$ cat src/rtl/if_pkg.sv
// Shared types and constants for the instruction-fetch unit and its buffer.
package if_pkg;

  typedef enum logic [1:0] {
    S_IDLE = 2'd0,
    S_RUN  = 2'd1,
    S_HALT = 2'd2
  } fetch_state_e;

  localparam int          INSTR_W = 32;
  localparam logic [31:0] PC_STEP = 32'd4;
  localparam logic [31:0] NOP     = 32'h0000_0000;

  typedef struct packed {
    logic [31:0]        pc;
    logic [INSTR_W-1:0] instr;
  } buf_entry_t;

endpackage

$ cat src/rtl/if_instr_buf.sv
// Two-entry FIFO of {pc, instr} between fetch and decode; flush empties it.
module if_instr_buf
  import if_pkg::*;
(
  input  logic       clk,
  input  logic       rst,
  input  logic       push,
  input  logic       pop,
  input  logic       flush,
  input  buf_entry_t push_data,
  output logic [1:0] count,
  output buf_entry_t head
);

  buf_entry_t mem [2];
  logic       rd_ptr;
  logic       wr_ptr;

  assign head = mem[rd_ptr];

  always_ff @(posedge clk or posedge rst) begin
    if (rst) begin
      mem[0] <= '{pc: 32'h0, instr: NOP};
      mem[1] <= '{pc: 32'h0, instr: NOP};
      rd_ptr <= 1'b0;
      wr_ptr <= 1'b0;
      count  <= 2'd0;
    end else if (flush) begin
      rd_ptr <= 1'b0;
      wr_ptr <= 1'b0;
      count  <= 2'd0;
    end else begin
      if (push) begin
        mem[wr_ptr] <= push_data;
        wr_ptr      <= ~wr_ptr;
      end
      if (pop) rd_ptr <= ~rd_ptr;
      // The caller only pushes into a full buffer when it pops the same cycle.
      case ({push, pop})
        2'b10:   count <= count + 2'd1;
        2'b01:   count <= count - 2'd1;
        default: count <= count;
      endcase
    end
  end

endmodule

$ cat src/rtl/if_fetch_unit.sv
// Instruction-fetch initiator: drives imem, buffers two words, hands them to decode.
// Optional performance counters are enabled with IF_FETCH_PERF_EN.
//
// Decode handshake: id_valid/id_instr/id_pc describe the buffer head; the head is
// consumed in any cycle where id_valid && id_ready at the rising edge. id_valid never
// depends on id_ready, and the head stays stable until it is consumed or flushed.
module if_fetch_unit
  import if_pkg::*;
#(
  parameter logic [31:0] RESET_PC  = 32'h0000_0000,
  parameter int          BUF_DEPTH = 2
) (
  input  logic               clk,
  input  logic               rst,
  output logic               imem_ena,
  output logic               imem_wena,
  output logic [31:0]        imem_addr,
  input  logic [INSTR_W-1:0] imem_data,
  input  logic               redirect,
  input  logic [31:0]        redirect_pc,
  input  logic               halt_req,
  input  logic               id_ready,
  output logic               id_valid,
  output logic [INSTR_W-1:0] id_instr,
  output logic [31:0]        id_pc,
  output logic               misalign_err,
`ifdef IF_FETCH_PERF_EN
  output logic [31:0]        perf_fetch_cnt,
  output logic [31:0]        perf_stall_cnt,
`endif
  output fetch_state_e       state_dbg
);

  fetch_state_e state_q;
  logic [31:0]  pc_q;
  logic [31:0]  addr_q;
  logic [1:0]   count;
  buf_entry_t   head;
  logic         pop;
  logic         fetch;

  assign pop   = id_valid & id_ready;
  assign fetch = (state_q == S_RUN) && !redirect &&
                 ((count < BUF_DEPTH[1:0]) || pop);

  assign imem_ena  = fetch;
  assign imem_wena = 1'b0;
  assign imem_addr = fetch ? {2'b00, pc_q[31:2]} : addr_q;

  assign id_valid  = (count != 2'd0);
  assign id_instr  = head.instr;
  assign id_pc     = head.pc;
  assign state_dbg = state_q;

  if_instr_buf u_buf (
    .clk       (clk),
    .rst       (rst),
    .push      (fetch),
    .pop       (pop & ~redirect),
    .flush     (redirect),
    .push_data ('{pc: pc_q, instr: imem_data}),
    .count     (count),
    .head      (head)
  );

  always_ff @(posedge clk or posedge rst) begin
    if (rst) begin
      state_q      <= S_IDLE;
      pc_q         <= RESET_PC;
      addr_q       <= 32'h0;
      misalign_err <= 1'b0;
    end else begin
      if (fetch) begin
        pc_q   <= pc_q + PC_STEP;
        addr_q <= {2'b00, pc_q[31:2]};
      end
      // Redirect outranks halt; fetch is already suppressed in that cycle.
      if (redirect) begin
        pc_q    <= {redirect_pc[31:2], 2'b00};
        state_q <= S_RUN;
        if (redirect_pc[1:0] != 2'b00) misalign_err <= 1'b1;
      end else begin
        case (state_q)
          S_IDLE:  state_q <= S_RUN;
          S_RUN:   if (halt_req) state_q <= S_HALT;
          S_HALT:  state_q <= S_HALT;
          default: state_q <= S_IDLE;
        endcase
      end
    end
  end

`ifdef IF_FETCH_PERF_EN
  always_ff @(posedge clk or posedge rst) begin
    if (rst) begin
      perf_fetch_cnt <= 32'h0;
      perf_stall_cnt <= 32'h0;
    end else begin
      if (fetch && perf_fetch_cnt != 32'hFFFF_FFFF)
        perf_fetch_cnt <= perf_fetch_cnt + 32'd1;
      if (state_q == S_RUN && !fetch && !redirect && perf_stall_cnt != 32'hFFFF_FFFF)
        perf_stall_cnt <= perf_stall_cnt + 32'd1;
    end
  end
`endif

endmodule
$ cat config.mk
export PLATFORM = sky130hd
export DESIGN_NAME = if_fetch_unit
export DESIGN_NICKNAME = d
export VERILOG_FILES = /design/src/rtl/if_pkg.sv /design/src/rtl/if_instr_buf.sv /design/src/rtl/if_fetch_unit.sv
export SDC_FILE = /design/constraint.sdc
export NUM_CORES = 1
export LEC_CHECK = 0
export BUFFER_PORTS_ARGS = -buffer_cell sky130_fd_sc_hd__buf_4
export CORE_MARGIN = 4
export CORE_UTILIZATION = 40
export CTS_CLUSTER_SIZE = 25
export DETAILED_ROUTE_END_ITERATION = 8
export MAX_ROUTING_LAYER = met4
export PLACE_DENSITY_LB_ADDON = 0.2
export SLEW_MARGIN = 20
export SYNTH_ARGS = -nofsm -noshare
export SYNTH_HDL_FRONTEND = slang
export SYNTH_HIERARCHICAL = 1
export SYNTH_SLANG_ARGS = --single-unit
$ cat constraint.sdc
create_clock -name clk -period 8.14 [get_ports clk]
set_input_delay 0.814 -clock clk [delete_from_list [all_inputs] [get_ports clk]]
set_output_delay 0.814 -clock clk [all_outputs]
set_load 0.02 [all_outputs]
## Word level (Yosys, flattened, before mapping)

Index checks and enable logic that the tools add are counted.

- Output and inout port bits: 102
- Logic and storage cells: 61
- Input bits: 69
- Register bits after elaboration: 199

- Bitwise gates (word level): 7
- Add/subtract/negate cells: 3
- Reductions and logical operators: 13
- Order comparisons: 4
- Equal/unequal tests: 5
- Mux-type cells: 18

Operators with widths:

| cell | number |
|---|---|
| $mux 64 | 4 |
| $bwmux 128 | 1 |
| $mux 32 | 3 |
| $demux 64 s1 | 1 |
| $add 32x3->32 const B | 1 |
| $reduce_bool 2->1 | 4 |
| $mux 2 | 3 |
| $pmux 2 s3 | 1 |
| $eq 2x1->1 const B | 2 |
| $eq 2x2->1 const B | 2 |
| $ge 2x2->1 const B | 2 |
| $mux 1 | 4 |
| $not 1->2 | 2 |
| $pmux 2 s2 | 1 |
| $reduce_and 2->1 | 2 |
| $logic_and 1x1->1 | 3 |
| $ne 3x3->1 const B | 1 |
| $not 1->1 | 3 |
| $reduce_bool 3->1 | 1 |
| $add 2x1->2 const B | 1 |
| $and 1x1->1 | 2 |
| $logic_not 2->1 | 1 |
| $lt 2x1->1 const B | 1 |
| $lt 2x2->1 const B | 1 |
| 3 further kinds | 3 |

## Depth between registers and ports, before layout

Gate-level depths: netlist of the first run.

- Word-level depth: 7
- Depth in mapped cells: 9
- Gate-level depth less buffers: 7

## By module

Netlist of the first run, hierarchy kept.

By module, submodules not included:

| module | seq. area each (µm²) | area an instance (µm²) | cells an instance | instances |
|---|---|---|---|---|
| if_instr_buf | 3303.2 | 6039.5 | 361 | 1 |
| if_fetch_unit | 1626.6 | 3096.7 | 283 | 1 |

## Worst setup path after synthesis of the first run

Ideal clock, no wire load.

- Path type: input to output
- Start point: input port id_ready
- End point: output port imem_addr[29]
- Buffers on the path: 1
- Setup slack: 5.319 ns
- Cell stages on the path: 4
- Arrival: 2.007 ns
- Required time: 7.326 ns
- Cell sequence: nor2b_1 > nor3_2 > buf_2 > mux2_1

- Longest elaborated chain between the ends: 4

Ends and longest elaborated chain:

| item | RTL line | source |
|---|---|---|
| start: declaration | if_fetch_unit.sv:22 | `input logic id_ready,` |
| $and 1x1->1 | if_fetch_unit.sv:42 | `assign pop = id_valid & id_ready;` |
| $logic_or 1x1->1 | if_fetch_unit.sv:44 | `((count < BUF_DEPTH[1:0]) \|\| pop);` |
| $logic_and 1x1->1 | if_fetch_unit.sv:43 | `assign fetch = (state_q == S_RUN) && !redirect &&` |
| net imem_ena | if_fetch_unit.sv:15 | `output logic imem_ena,` |
| $mux 32 | - |  |
| end: declaration | if_fetch_unit.sv:17 | `output logic [31:0] imem_addr,` |

The timed path passes the listed nets, and every way through them passes these cells.

## Final worst setup path of the first run

- Start point: register state_q[1] (netlist: state_dbg[1])
- End point: output port imem_addr[9]

- Longest elaborated chain between the ends: 4

Ends and longest elaborated chain:

| item | RTL line | source |
|---|---|---|
| start: declaration | if_fetch_unit.sv:34 | `fetch_state_e state_q;` |
| start signal: assignment | if_fetch_unit.sv:68 | `state_q <= S_IDLE;` |
| start signal: assignment | if_fetch_unit.sv:80 | `state_q <= S_RUN;` |
| start signal: assignment | if_fetch_unit.sv:84 | `S_IDLE: state_q <= S_RUN;` |
| $eq 2x1->1 | if_fetch_unit.sv:43 |  |
| $logic_and 1x1->1 (2 in a row) | if_fetch_unit.sv:43 |  |
| $mux 32 | - |  |

No other way between the ends.

==> metrics list, run 1 <==
* Die span in y: around 160 um
- Post-CTS timing repair inserted 0 buffers for setup.
- Critical-path maximum fanout: 23
* Required time reported for the critical path endpoint: approximately 7.3 ns
- Sequential share of the synthesized area: 54.0%
- Entering global routing, the biggest net connects between 70 and 80 pins.
- Of the cells placed in the final design, the portion with a size suffix greater than 1 is between 50% and 60%.
- The routed layout has 5658 vias.
- Initial core utilization: 40.5%
* Final global-route overflow total: 0
- Number of standard cells after synthesis: 644
* Post-CTS clock slew at the launch and capture registers of the worst setup and hold paths: 0.07 ns
- In this run the power density over the cells is 366 nW/um^2.
- Run status: finished clean
- Netlist cell types: 49
- The cell area that synthesis handed to floorplanning was between 9000 and 10000 sq um.
- For this run, the top clock speed supported by timing is 255 MHz.
- IR analysis of the VDD net gives a maximum drop of around 0.00022 V.
- The congestion estimate from routability-driven global placement came to just over 0.8.
* Count of input and output buffers: 169
* Count of endpoints failing setup in the final report: 0
- Summing all placed instances gives a cell area of 10500 sq um.
- For this run, the detailed router's first-pass iteration total came to 4.
- The tightest min-delay check is of the in2async type.
* Critical path launch point type: register
- Detailed placement finished with a half-perimeter wire length of around 14000 um.
- Fill cells in the final layout number ~1900.
* Diode count: 0
- Mean post-synth cell area: about 14 sq um
- Max-cap violations in this run came to 0.
- Utilization after layout: approximately 49%
- The die covers approximately 25000 sq um.
- Hold bufs inserted after CTS: 0
- The clock tree synthesis step divided the H-tree into 4 levels.
- The setup check on the worst reg-to-reg path leaves a slack of ~4.6 ns.
* Setup slack of the critical path after layout: about 4.2 ns
* Register bit total from synthesis: approximately 200
- The final layout contains 880 nets.
- Clock tree skew after final layout: between 0.009 and 0.01 ns
- Count of flip-flops with a built-in enable after synthesis: 0
- The die is 159 um wide.
- Combined global-route utilization of all metal layers: 17.3%
* Post-route fraction of the period consumed by the critical path: approximately 48%
* Top-level I/O count: ~170
- Setup CP Type: reg2out
- Setup repair after global routing missed its margin: false
- Placeable core region: around 23000 sq um
* Most common flop cell mapped by yosys: dfrtp_1
* Final hold violation count: 0
- CP Capture Type: output pin
- Data arrival time of the worst path: between 3 and 4 ns
* Count of unresolved DRC violations after routing: 0
* Routed len/inst: between 15 and 20 um
* Number of global-route vias before repair: 6179
* ANT nets after route: 0
- Dividing the detail-routed via count by the number of cells gives between 5 and 6.
- Adding up every negative setup slack in the final design gives 0 ns.
* Initial DRC count: between 200 and 300
- Final-report max-slew violation count: 0
- Counting flops with an async set or reset pin after synthesis yields a share of 100%.
- OpenSTA, run right after detailed placement, puts the worst setup slack at approximately 4.2 ns.
- The first global-routing pass estimated roughly 34000 um of wire.
* Buffer levels on the longest clock path: 2
- The final layout contains routed wiring with a total length of around 21000 um.
* Post-CTS Resized: 0
* Yosys warning total: 6
* Least-Margin Pin Slew: 0.992 ns
* Number of buffers created by CTS: 17
- Max_slew headroom: about a third
* Cell chosen for the clock root: clkbuf_16
- CTS tree: done
* Post-route design area: ~11000 sq um
* Insertion delay to the later sink of the worst-skew pair: roughly 0.43 ns
- Standard-cell row count: between 50 and 60
- For this design the static power due to leakage is between 5 and 6 nW.
- Number of antenna violations at the first check in global routing: 0
- From synthesis to final layout, the design area changed by 21.6%.
* Number of clock sinks seen by CTS: 197
* Min cycle time layout: 3.92 ns
worst max-delay path: stages, from the launching register on:
cell	delay, ns
dfrtp_1	0.38
inv_1	0.09
ha_1	0.27
inv_2	0.09
nor3_4	0.79
buf_4	0.48
mux2_1	0.39
buf_4	0.17
cells in the mapped netlist, types with 8 or more instances:
master   instances  area (sq um)
nor2_1          10          37.5
nand4_1          9          56.3
o21ai_1         12          60.1
dfrtp_1        197          4930
mux2_2         160          1800
nor3_1           8          40.0
xor2_1          11          96.3
buf_2           12          60.1
nand2_1         41           154
nand3_1          8          40.0
mux2_4          60           901
inv_1           10          37.5
o21ai_0         14          70.1
xnor2_1         16           140
cells by family after synthesis:
kind of cell / share of synthesized area (%)
multiplexers: 29.9
flip-flops: 54.0
AND/OR/NAND/NOR: 6.82
buffers and inverters: 3.74
AO/OA/AOI/OAI: 2.51
XOR/XNOR: 2.59
adder cells (fa/ha/maj): 0.411
other: 0.0410
where the power goes:
group	total, W	leakage (nW)	switching [W]	internal [W]
registers	0.00160	2.42	0.000223	0.00138
logic	0.00165	2.39	0.000750	0.000896
clock network	0.000822	0.283	0.000391	0.000431
state kept, by name (all words and copies together) (netlist names):
name,flops
state_dbg,2
u_buf/wr_ptr,1
u_buf/rd_ptr,1
pc_q,30
u_buf/mem,128
u_buf/count,2
misalign_err,1
addr_q,32
metal layers:
layer / track usage (%) / share of wire, % / up-vias
li1: - / - / 2600
met1: 22.9 / 46 / 2874
met2: 26.9 / 47 / 174
met3: 4.58 / 5.3 / 10
met4: 4.06 / 0.93 / 0
met5: - / 0 / -
worst paths after layout:
| kind | end | cells past startpoint | from |
|---|---|---|---|
| min | u_buf/mem[94]$_DFFE_PP0P_ | 2 | rst |
| max reg2reg | u_buf/mem[126]$_DFFE_PP0P_ | 8 | state_dbg[1]$_DFFE_PP0P_ |
| min in group clk | misalign_err$_DFFE_PP0P_ | 1 | misalign_err$_DFFE_PP0P_ |
| min reg2reg | misalign_err$_DFFE_PP0P_ | 1 | misalign_err$_DFFE_PP0P_ |
| max in group asynchronous | u_buf/rd_ptr$_DFFE_PP0P_ | 3 | rst |
| max | imem_addr[9] | 7 | state_dbg[1]$_DFFE_PP0P_ |
through the flow:
stage                     std cells  hold WS (ns)  total power (W)
after floorplan                 648         0.474          0.00267
after global placement         1074         0.458          0.00322
after detailed placement       1074         0.458          0.00328
after CTS                      1106         0.461          0.00412
after global routing           1106         0.484          0.00429
final                          1106         0.451          0.00407
placed cells by master (no fill, tap or decap), types with 3 or more instances in the layout:
| cell | instances |
|---|---|
| nor4_2 | 4 |
| nor2b_1 | 3 |
| nor3_1 | 8 |
| nor2_1 | 10 |
| inv_6 | 7 |
| xor2_1 | 11 |
| o21ai_0 | 14 |
| nand3_1 | 8 |
| xnor2_1 | 16 |
| o211ai_1 | 4 |
| ha_1 | 3 |
| nand2_1 | 41 |
| mux2_2 | 160 |
| mux2_4 | 60 |
| o21ai_1 | 12 |
| dfrtp_1 | 196 |
| and4_1 | 4 |
| clkinv_2 | 5 |
| buf_4 | 175 |
| inv_1 | 8 |
| nand4_1 | 9 |
| conb_1 | 5 |
| nand2b_1 | 3 |
| clkbuf_16 | 17 |
final cells by class:
| cell class | count | area [sq um] | area share [%] |
|---|---|---|---|
| Inverter | 11 | 47.5 | 0.428 |
| Timing Repair Buffer | 175 | 1310 | 11.8 |
| Multi-Input combinational cell | 406 | 3890 | 35.0 |
| Sequential cell | 197 | 4930 | 44.4 |
| Clock buffer | 17 | 425 | 3.83 |
| Clock inverter | 15 | 141 | 1.27 |
| Tap cell | 285 | 357 | 3.21 |
Power figures use the tool's default switching activity.
==> run 2: changes to the inputs <==
==> constraint.sdc (replaced) <==
create_clock -name clk -period 3.55 [get_ports clk]
set_input_delay 0.355 -clock clk [delete_from_list [all_inputs] [get_ports clk]]
set_output_delay 0.355 -clock clk [all_outputs]
set_load 0.02 [all_outputs]
==> metrics list, run 2 (synthesis gave the netlist of run 1 again) <==
- Buffer levels on the longest clock path: 2
- The worst path uses 80.6% of the clock period.
- After the first detailed-routing iteration, the DRC count stood at between 200 and 300.
* Final hold violation count: 0
- Post-CTS Resized: 0
* Utilization after layout: between 40 and 50%
- ANT nets after route: 0
- At the worst endpoint, the arrival time is 2.51 ns.
* Biggest register: u_buf/mem
* Number of clock sinks seen by CTS: roughly 200
- Traced cell by cell, the critical path runs through inv_1, ha_1, inv_2, nor3_4, buf_4, mux2_2, buf_4.
* Crit path max-delay family: buffers and inverters
- Path category of the worst min-delay check: in2reg
- The via count of the first global-routing pass came to 6215.
- Headroom to the max-slew limit came out at 33.8%.
- The setup path with the least slack is of type reg2out.
* Wire length of the first global-routing pass: between 30000 and 40000 um
- Global routing consumed, over all layers together, 17.4% of the routing resources.
* 1st-pass router iterations: 4
- Hold bufs inserted after CTS: 1
* Number of flip-flops in the largest register: ~130
* Least-Margin Pin Slew: between 0.9 and 1 ns
- In the final layout, the registers with the most flip-flops are u_buf/mem: 128 flops, addr_q: 32 flops, pc_q: 30 flops.
- Die Area: ~25000 sq um
* WHS: between 0.1 and 0.15 ns
- Layout net count: just under 900
* Standard-cell row count: 55
- After routing, the total negative slack on setup checks comes to 0 ns.
* CTS tree: done
* H-tree level count: 4
* Die span in y: between 150 and 200 um
* CP Capture Type: output pin
* Area Overhead vs Synth: 22.2%
- Delay of the slowest critical-path stage: 0.51 ns
* Setup repair after global routing missed its margin: false
* Routed vias: 5603
* Post-CTS clock slew at the launch and capture registers of the worst setup and hold paths: 0.08 ns
- Crit path buffers/inverters: 4
- Routed len/inst: around 19 um
* Number of antenna violations at the first check in global routing: 0
- Maximum resistive drop on vdd: roughly 0.00044 V
- Required time reported for the critical path endpoint: between 3 and 4 ns
- Diode count: 0
- Crit-path slowest cell: buf_4
* Setup fix buffers added after clock tree synthesis: 0
- The congestion estimate from routability-driven global placement came to about 0.79.
* Layout cells sized above 1: between 50% and 60%
- For this configuration, the core starts out at a cell density of about 40%.
- Reported max-cap violation count: 0
- The max-slew violation total from the final report came to 0.
- In the layout the commonest cells are 196 x dfrtp_1, 177 x buf_4, 160 x mux2_2.
* Fin cells: 1110
- Power spread over the standard cell area amounts to between 800 and 900 nW/um^2.
- Average vias per placed instance: just over 5
- The die is about 160 um wide.
- Largest net degree at the start of global routing: 66
- The final layout contains routed wiring with a total length of ~21000 um.
- Clock tree skew after final layout: 0.0111 ns
- Min cycle time layout: roughly 2.9 ns
- In this run the worst path has a maximum fanout of 40.
* Insertion delay to the later sink of the worst-skew pair: about 0.43 ns
* Run status: finished clean
- In this design, the critical path's most frequently occurring cell is buf_4.
- Sum of net half-perimeters after detailed placement: 14100 um
- CTS placed an instance of clkbuf_16 at the clock tree root.
* Count of unresolved DRC violations after routing: 0
- The number of clock buffers added by TritonCTS is 17.
- Leakage: 5.12 nW
* Critical path launch point type: register
- Static timing analysis puts the maximum clock frequency at 349 MHz.
- Final global-route overflow total: 0
- Placed cell count: 1077
- Count of input and output buffers: roughly 170
- Count of endpoints failing setup in the final report: 0
* Top-level I/O count: ~170
- Most common cell after layout, fill and taps aside: dfrtp_1
- Placeable core region: between 20000 and 25000 sq um
run 2: changes by cell type in the layout (fill, tap and decap cells not counted), sizes merged:
cell	change
clkbuf	+1
dlygate4sd3	+1
buf	+3
inv	-1
run 2: stage by stage:
stage	setup slack, ns	cell area [sq um]	power, W
after floorplan	1.02	9160	0.00612
after global placement	1.15	10600	0.00738
after detailed placement	1.04	10600	0.00749
after CTS	0.643	11200	0.00945
after global routing	0.533	11200	0.00987
final	0.688	11200	0.00933
run 2: power by group:
group | internal, W | switching [W] | leakage (nW)
Clock | 0.00101 | 0.000902 | 0.291
Sequential | 0.00315 | 0.000503 | 2.42
Combinational | 0.00206 | 0.00171 | 2.41
run 2: final timing paths:
path | depth (start not counted) | start | end | slack [ns]
max | 7 | state_dbg[1]$_DFFE_PP0P_ | imem_addr[5] | 0.69
min reg2reg | 1 | misalign_err$_DFFE_PP0P_ | misalign_err$_DFFE_PP0P_ | 0.48
min in group asynchronous | 3 | rst | addr_q[31]$_DFF_PP0_ | 0.55
min | 3 | redirect_pc[18] | pc_q[18]$_DFFE_PP0P_ | 0.13
max reg2reg | 8 | state_dbg[1]$_DFFE_PP0P_ | u_buf/mem[18]$_DFFE_PP0P_ | 1.05
max in group asynchronous | 4 | rst | u_buf/rd_ptr$_DFFE_PP0P_ | 1.83
run 2: layout make-up:
type / instances / area (sq um)
Inverter: 11 / 46.3
Clock buffer: 18 / 439
Clock inverter: 14 / 136
Fill cell: 1951 / 11400
Multi-Input combinational cell: 406 / 3890
Timing Repair Buffer: 179 / 1360
Tap cell: 285 / 357
Sequential cell: 197 / 4930
run 2: worst register-to-register path, stage by stage, from the launching register on:
cell and delay, ns:
dfrtp_1 0.39, inv_1 0.09, ha_1 0.23, inv_2 0.08, nor3_4 0.18, buf_4 0.51, nand3b_1 0.18, buf_4 0.35
mux2_2 0.38
run 2: metal layers:
layer / share of wire (%) / track usage [%]
met1: 47 / 23.0
met4: 0.99 / 4.14
met3: 6.5 / 5.64
met5: 0 / -
met2: 46 / 26.4
